--- src/rtl/cla_pkg.sv ---
// Shared constants and helpers for the pipelined carry-lookahead adder.
// Groups are 4 bits wide; a second lookahead level spans blocks of 4 groups.
package cla_pkg;

  localparam int CLA_GROUP = 4;

  function automatic int cla_groups(input int width);
    return width / CLA_GROUP;
  endfunction

  function automatic int cla_blocks(input int width);
    return (cla_groups(width) + CLA_GROUP - 1) / CLA_GROUP;
  endfunction

  // {group generate, group propagate} of one 4-bit group
  function automatic logic [1:0] cla_gp4(input logic [3:0] p, input logic [3:0] g);
    logic gg;
    gg = g[3] | (p[3] & g[2]) | (p[3] & p[2] & g[1]) | (p[3] & p[2] & p[1] & g[0]);
    return {gg, &p};
  endfunction

endpackage

--- src/rtl/cla_lookahead4.sv ---
// 4-wide lookahead unit: used for in-group bit carries and for group carries
// across a block of 4 groups.
module cla_lookahead4 (
  input  logic [3:0] p,
  input  logic [3:0] g,
  input  logic       ci,
  output logic [3:0] c,
  output logic       gg,
  output logic       gp,
  output logic       co
);
  assign c[0] = ci;
  assign c[1] = g[0] | (p[0] & ci);
  assign c[2] = g[1] | (p[1] & g[0]) | (p[1] & p[0] & ci);
  assign c[3] = g[2] | (p[2] & g[1]) | (p[2] & p[1] & g[0]) | (p[2] & p[1] & p[0] & ci);
  assign gg   = g[3] | (p[3] & g[2]) | (p[3] & p[2] & g[1]) | (p[3] & p[2] & p[1] & g[0]);
  assign gp   = &p;
  assign co   = gg | (gp & ci);
endmodule

--- src/rtl/cla_pipe_adder.sv ---
// Two-stage pipelined carry-lookahead adder/subtractor with valid/ready on
// both sides; stage 1 holds p/g and group G/P, stage 2 resolves carries.
module cla_pipe_adder
  import cla_pkg::*;
#(
  parameter int WIDTH = 32
) (
  input  logic             clk,
  input  logic             rst_n,
  input  logic             in_valid,
  output logic             in_ready,
  input  logic [WIDTH-1:0] a,
  input  logic [WIDTH-1:0] b,
  input  logic             sub,
  input  logic             cin,
  output logic             out_valid,
  input  logic             out_ready,
  output logic [WIDTH-1:0] s,
  output logic             cout,
  output logic             ovf,
  output logic             zero
);
  localparam int NG     = cla_groups(WIDTH);
  localparam int NB     = cla_blocks(WIDTH);
  localparam int STAGES = 2;

  if (WIDTH % CLA_GROUP != 0 || WIDTH < 4 || WIDTH > 64) begin : g_bad_width
    $error("cla_pipe_adder: WIDTH must be a multiple of 4 in 4..64");
  end

  typedef struct packed {
    logic [WIDTH-1:0] p;
    logic [WIDTH-1:0] g;
    logic [NG-1:0]    gg;
    logic [NG-1:0]    gp;
    logic             c0;
  } s1_t;

  typedef struct packed {
    logic [WIDTH-1:0] s;
    logic             cout;
    logic             ovf;
    logic             zero;
  } res_t;

  logic [STAGES:1]  vld_pipe;
  logic             accept, s2_load;
  logic [WIDTH-1:0] b_eff, p_d, g_d;
  logic [NG-1:0]    gg_d, gp_d;
  s1_t              s1_d, s1_q;
  res_t             res_d, res_q;

  // ---------------- stage 1: conditioning, p/g, group G/P
  assign b_eff = sub ? ~b : b;
  assign p_d   = a ^ b_eff;
  assign g_d   = a & b_eff;

  for (genvar j = 0; j < NG; j++) begin : g_grp_gp
    assign {gg_d[j], gp_d[j]} = cla_gp4(p_d[4*j +: 4], g_d[4*j +: 4]);
  end

  assign s1_d = {p_d, g_d, gg_d, gp_d, sub ? ~cin : cin};

  // ---------------- stage 2: block-level then in-group carries
  logic [NB*4-1:0]  gg_pad, gp_pad, gc_pad;
  logic [NB:0]      bc;
  logic [NB-1:0]    blk_gg, blk_gp;
  logic [WIDTH-1:0] c_bit;
  logic [NG-1:0]    grp_gg, grp_gp, grp_co;

  // unused trailing groups of the last block have P=G=0
  always_comb begin
    gg_pad         = '0;
    gp_pad         = '0;
    gg_pad[NG-1:0] = s1_q.gg;
    gp_pad[NG-1:0] = s1_q.gp;
  end

  assign bc[0] = s1_q.c0;

  for (genvar k = 0; k < NB; k++) begin : g_blk
    cla_lookahead4 u_blk (
      .p  (gp_pad[4*k +: 4]),
      .g  (gg_pad[4*k +: 4]),
      .ci (bc[k]),
      .c  (gc_pad[4*k +: 4]),
      .gg (blk_gg[k]),
      .gp (blk_gp[k]),
      .co (bc[k+1])
    );
  end

  for (genvar j = 0; j < NG; j++) begin : g_grp
    cla_lookahead4 u_grp (
      .p  (s1_q.p[4*j +: 4]),
      .g  (s1_q.g[4*j +: 4]),
      .ci (gc_pad[j]),
      .c  (c_bit[4*j +: 4]),
      .gg (grp_gg[j]),
      .gp (grp_gp[j]),
      .co (grp_co[j])
    );
  end

  logic unused_ok;
  assign unused_ok = ^{blk_gg, blk_gp, bc[NB], grp_gg, grp_gp, grp_co, gc_pad};

  assign res_d.s    = s1_q.p ^ c_bit;
  assign res_d.cout = grp_co[NG-1];
  assign res_d.ovf  = c_bit[WIDTH-1] ^ grp_co[NG-1];
  assign res_d.zero = ~|res_d.s;

  // ---------------- handshake: whole pipe stalls together
  assign in_ready = ~vld_pipe[1] | ~vld_pipe[2] | out_ready;
  assign accept   = in_valid & in_ready;
  assign s2_load  = vld_pipe[1] & (~vld_pipe[2] | out_ready);

  always_ff @(posedge clk or negedge rst_n) begin
    if (!rst_n) begin
      vld_pipe <= '0;
      s1_q     <= '0;
      res_q    <= '0;
    end else begin
      if (accept)  s1_q  <= s1_d;
      if (s2_load) res_q <= res_d;
      vld_pipe[1] <= accept  | (vld_pipe[1] & ~s2_load);
      vld_pipe[2] <= s2_load | (vld_pipe[2] & ~out_ready);
    end
  end

  assign out_valid = vld_pipe[2];
  assign s         = res_q.s;
  assign cout      = res_q.cout;
  assign ovf       = res_q.ovf;
  assign zero      = res_q.zero;

endmodule

--- config.mk ---
export PLATFORM = sky130hd
export DESIGN_NAME = cla_pipe_adder
export DESIGN_NICKNAME = d
export VERILOG_FILES = /design/src/rtl/cla_pkg.sv /design/src/rtl/cla_lookahead4.sv /design/src/rtl/cla_pipe_adder.sv
export SDC_FILE = /design/constraint.sdc
export NUM_CORES = 1
export LEC_CHECK = 0
export CAP_MARGIN = 20
export CORE_MARGIN = 4
export CORE_UTILIZATION = 24
export DETAILED_ROUTE_END_ITERATION = 10
export PLACE_DENSITY_LB_ADDON = 0.3
export SYNTH_ARGS = -nofsm -noshare
export SYNTH_HDL_FRONTEND = slang
export SYNTH_SLANG_ARGS = --single-unit
--- constraint.sdc ---
create_clock -name clk -period 5.7 [get_ports clk]
set_input_delay 1.14 -clock clk [delete_from_list [all_inputs] [get_ports clk]]
set_output_delay 1.14 -clock clk [all_outputs]
set_load 0.02 [all_outputs]
==> out/metrics.yaml <==
combinational_share_of_power: 0.376
grt_first_pass_wirelength_um: 23900
path_class: "input pin to primary output"
cts_sinks: 109
ys_async_sr_fraction: 1.00
timing.critical_path.slowest_cell_delay_ns: 0.63
antenna_violating_nets_post_route: 0
cell_at_the_root_of_the_clock_tree: "sky130_fd_sc_hd__clkbuf_16"
critical_path_peak_fanout: 3
vias: 4073
number_of_design_rule_violations_left_after_detail_routing: 0
p_leak_nw: 3.30
total_of_max_cap_violations: 0
critical_path_arrival_ns: 2.40
dpl-instance-area_um2: 7170
utilization_of_the_core_after_routing: 0.317
overflow: 0
synthesis.instances: 508
layout.nets: 720
cts_hold_buffers: 0
power.switching_mw: 0.989
clock_insertion_delay_worst_skew_ns: 0.35
finalHoldViolCount: 0
drt-wirelength-per-cell_um: 15.9
yosysSeqAreaShare: 0.474
status: "completed"
clockPowerShare: 0.216
grt_util_all_layers: 0.115
power_density_nw_per_um2: 376
cts-root-to-sink-buffers: 2
ys_seq_elements: 109
maximum_number_of_pins_on_one_net_before_global_route_repair: 64
floorplan.initialDensity: 0.245
avgViaCountPerCell: 4.36
crit_path_start_kind: "input pin"
finalWeightedCongestion: 0.740
clock-skew-final_ns: 0.00759
synth_ff_type: "sky130_fd_sc_hd__dfrtp_1"
ir_worst_vdd_v: 0.000148
cts-htree-levels: 3
first_pass_iters: 4
flow.area_growth_from_synthesis_pct: 29.7
clk_pin_slew_worst_paths_ns: 0.07
critical_path_buf_inv_count: 2
antenna_found_initial: 0
p_sw_frac: 0.352
synth-edff-count: 0
wl_um: 14900
yosysWarnings: 0
die_h_um: 163
critPathTopFamily: "buffers and inverters"
io_buffer_count: 106
drt_iter0_drc: 150
cts_buffers: 9
max_clock_freq_ghz: 0.283
cp-end-kind: "primary output"
post_cts_buffers: 0
share_of_final_layout_standard_cells_stronger_than_drive_strength_1: 0.153
syn-num-nets: 618
finish.instance_area_um2: 7470
ios: 107
critical-path-top-cell-by-count: "sky130_fd_sc_hd__clkdlybuf4s50_1"
worstHoldPathType: "flip-flop to flip-flop"
core_um2: 23500
rsz0062_at_grt: "no"
floorplan.die_area_um2: 26500
intPower_mw: 1.82
worst_slew_margin_rel: 0.441
diodes: 0
worst_ep_required_time_ns: 4.56
proportion_of_power_drawn_by_flip_flops_and_latches: 0.407
row_count: 56
reg2reg_slack_ns: 2.27
hpwl_um: 11200
clock_tree_from_tritoncts: "built"
first_global_vias: 4357
timing.final.setup_violations: 0
worst_margin_pin_slew_ns: 0.838
final.setup.tns_ns: 0
cts_repair_resize_count: 0
post-route-worst-setup-slack_ns: 2.16
cp_cell_sequence: "clkdlybuf4s50_1, nand3b_1, clkdlybuf4s50_1"
finalMaxSlewViolations: 0
final.min_clock_period_ns: 3.54
ys_types: 42
die-width_um: 163
syn-mean-instance-area_um2: 11.3
area_of_the_mapped_netlist_um2: 5760
crit_slowest_cell: "sky130_fd_sc_hd__clkdlybuf4s50_1"
final_hold_slack_ns: 0.478
place_ws_ns: 2.17
layout_worst_path_cycle_share: 0.621
==> synthesized netlist by cell type, types with 2 or more instances <==
cell type                  count  area share
sky130_fd_sc_hd__a21o_1       22       0.029
sky130_fd_sc_hd__a21oi_1      19       0.017
sky130_fd_sc_hd__a221o_1       2      0.0035
sky130_fd_sc_hd__a221oi_1      2      0.0030
sky130_fd_sc_hd__a31oi_1       2      0.0022
sky130_fd_sc_hd__and2_1        4      0.0043
sky130_fd_sc_hd__and3_1        5      0.0054
sky130_fd_sc_hd__buf_1         6      0.0039
sky130_fd_sc_hd__clkbuf_1     13      0.0085
sky130_fd_sc_hd__dfrtp_1     109        0.47
sky130_fd_sc_hd__ha_1         40       0.087
sky130_fd_sc_hd__inv_1         4      0.0026
sky130_fd_sc_hd__mux2_2       67        0.13
sky130_fd_sc_hd__mux2i_1       3      0.0052
sky130_fd_sc_hd__nand2_1      43       0.028
sky130_fd_sc_hd__nand2b_1      5      0.0054
sky130_fd_sc_hd__nand3_1       4      0.0035
sky130_fd_sc_hd__nand4_1      13       0.014
sky130_fd_sc_hd__nor2_1       17       0.011
sky130_fd_sc_hd__nor3_1        2      0.0017
sky130_fd_sc_hd__nor4_1        3      0.0033
sky130_fd_sc_hd__o21a_1        2      0.0026
sky130_fd_sc_hd__o21ai_0      41       0.036
sky130_fd_sc_hd__o21bai_1      2      0.0026
sky130_fd_sc_hd__o31ai_1       2      0.0026
sky130_fd_sc_hd__or3_1         4      0.0043
sky130_fd_sc_hd__xnor2_1       9       0.014
sky130_fd_sc_hd__xor2_1       49       0.075
==> final cells by class <==
class                   instances  area (um2)
clock buffers                  13         260
fillers                      2437       16100
flip-flops and latches        109        2730
multi-input cells             375        2940
repair buffers                111        1110
inverters                       4        15.0
clock inverters                 3        20.0
well taps                     319         399
==> worst min-delay path: cells and delay by family, from the launching register on <==
family / cells / cell delay, ns
flops: 1 / 0.34
simple gates: 1 / 0.04
compound gates: 1 / 0.05
==> power groups by stage <==
stage	combinational [mW]	clock, mW	sequential (mW)
after floorplan	0.482	0	1.25
after global placement	1.08	0	1.16
after detailed placement	1.08	0	1.16
after CTS	1.08	0.633	1.15
after global routing	1.17	0.662	1.18
final	1.06	0.608	1.15
==> registers in the layout, indices dropped and copies added, names as in the netlist <==
name / flops
zero: 1
s: 32
gg_pad: 7
cout: 1
bc: 1
s1_q: 57
gp_pad: 7
ovf: 1
vld_pipe: 2
==> kinds of logic (layout without fill, tap and decap cells) <==
logic type,Yosys count,after routing,synth area share
xor gates and xnor gates,58,58,0.0882
muxes,70,70,0.136
and+or+nand+nor,103,103,0.0851
adders and majority gates,40,40,0.0869
DFF,109,109,0.474
AOI/OAI and AO/OA,104,104,0.113
buffers and inverters,24,131,0.0169
==> path summary, 6_finish.rpt <==
check / cells after the start / end / from
setup / recovery: 3 / in_ready / out_ready
max in group asynchronous: 2 / s[17] / rst_n
hold reg to reg: 2 / s[30] / s[30]
setup reg to reg: 12 / zero / bc[0]
hold / removal: 2 / s[30] / s[30]
min in group asynchronous: 1 / s1_q[51] / rst_n
==> layout by cell type (no fill, tap or decap), types with 3 or more instances in the layout <==
cell / n
sky130_fd_sc_hd__o21ai_0: 41
sky130_fd_sc_hd__xor2_1: 49
sky130_fd_sc_hd__clkdlybuf4s50_1: 104
sky130_fd_sc_hd__nor4_1: 3
sky130_fd_sc_hd__nand4_1: 13
sky130_fd_sc_hd__xnor2_1: 9
sky130_fd_sc_hd__nand2_1: 41
sky130_fd_sc_hd__mux2_2: 67
sky130_fd_sc_hd__nand3_1: 4
sky130_fd_sc_hd__or3_1: 4
sky130_fd_sc_hd__nand2b_1: 5
sky130_fd_sc_hd__buf_4: 5
sky130_fd_sc_hd__ha_1: 40
sky130_fd_sc_hd__a21o_1: 22
sky130_fd_sc_hd__mux2i_1: 3
sky130_fd_sc_hd__a21oi_1: 19
sky130_fd_sc_hd__and3_1: 5
sky130_fd_sc_hd__and2_1: 4
sky130_fd_sc_hd__nor2_1: 17
sky130_fd_sc_hd__inv_1: 4
sky130_fd_sc_hd__dfrtp_1: 109
sky130_fd_sc_hd__clkbuf_16: 9
==> per-layer routing <==
| layer | share of wire | up-vias | global-route usage |
|---|---|---|---|
| li1 | - | 2026 | - |
| met1 | 0.47 | 1966 | 0.155 |
| met2 | 0.46 | 72 | 0.185 |
| met3 | 0.052 | 9 | 0.0339 |
| met4 | 0.0099 | 0 | 0.0252 |
| met5 | 0 | - | 0 |
==> through the flow <==
stage | power, mW | instances
final | 2.81 | 934
after global routing | 3.01 | 934
after CTS | 2.86 | 933
after detailed placement | 2.24 | 917
after global placement | 2.23 | 917
after floorplan | 1.73 | 508
No activity file was read; power rests on OpenSTA's default activity.
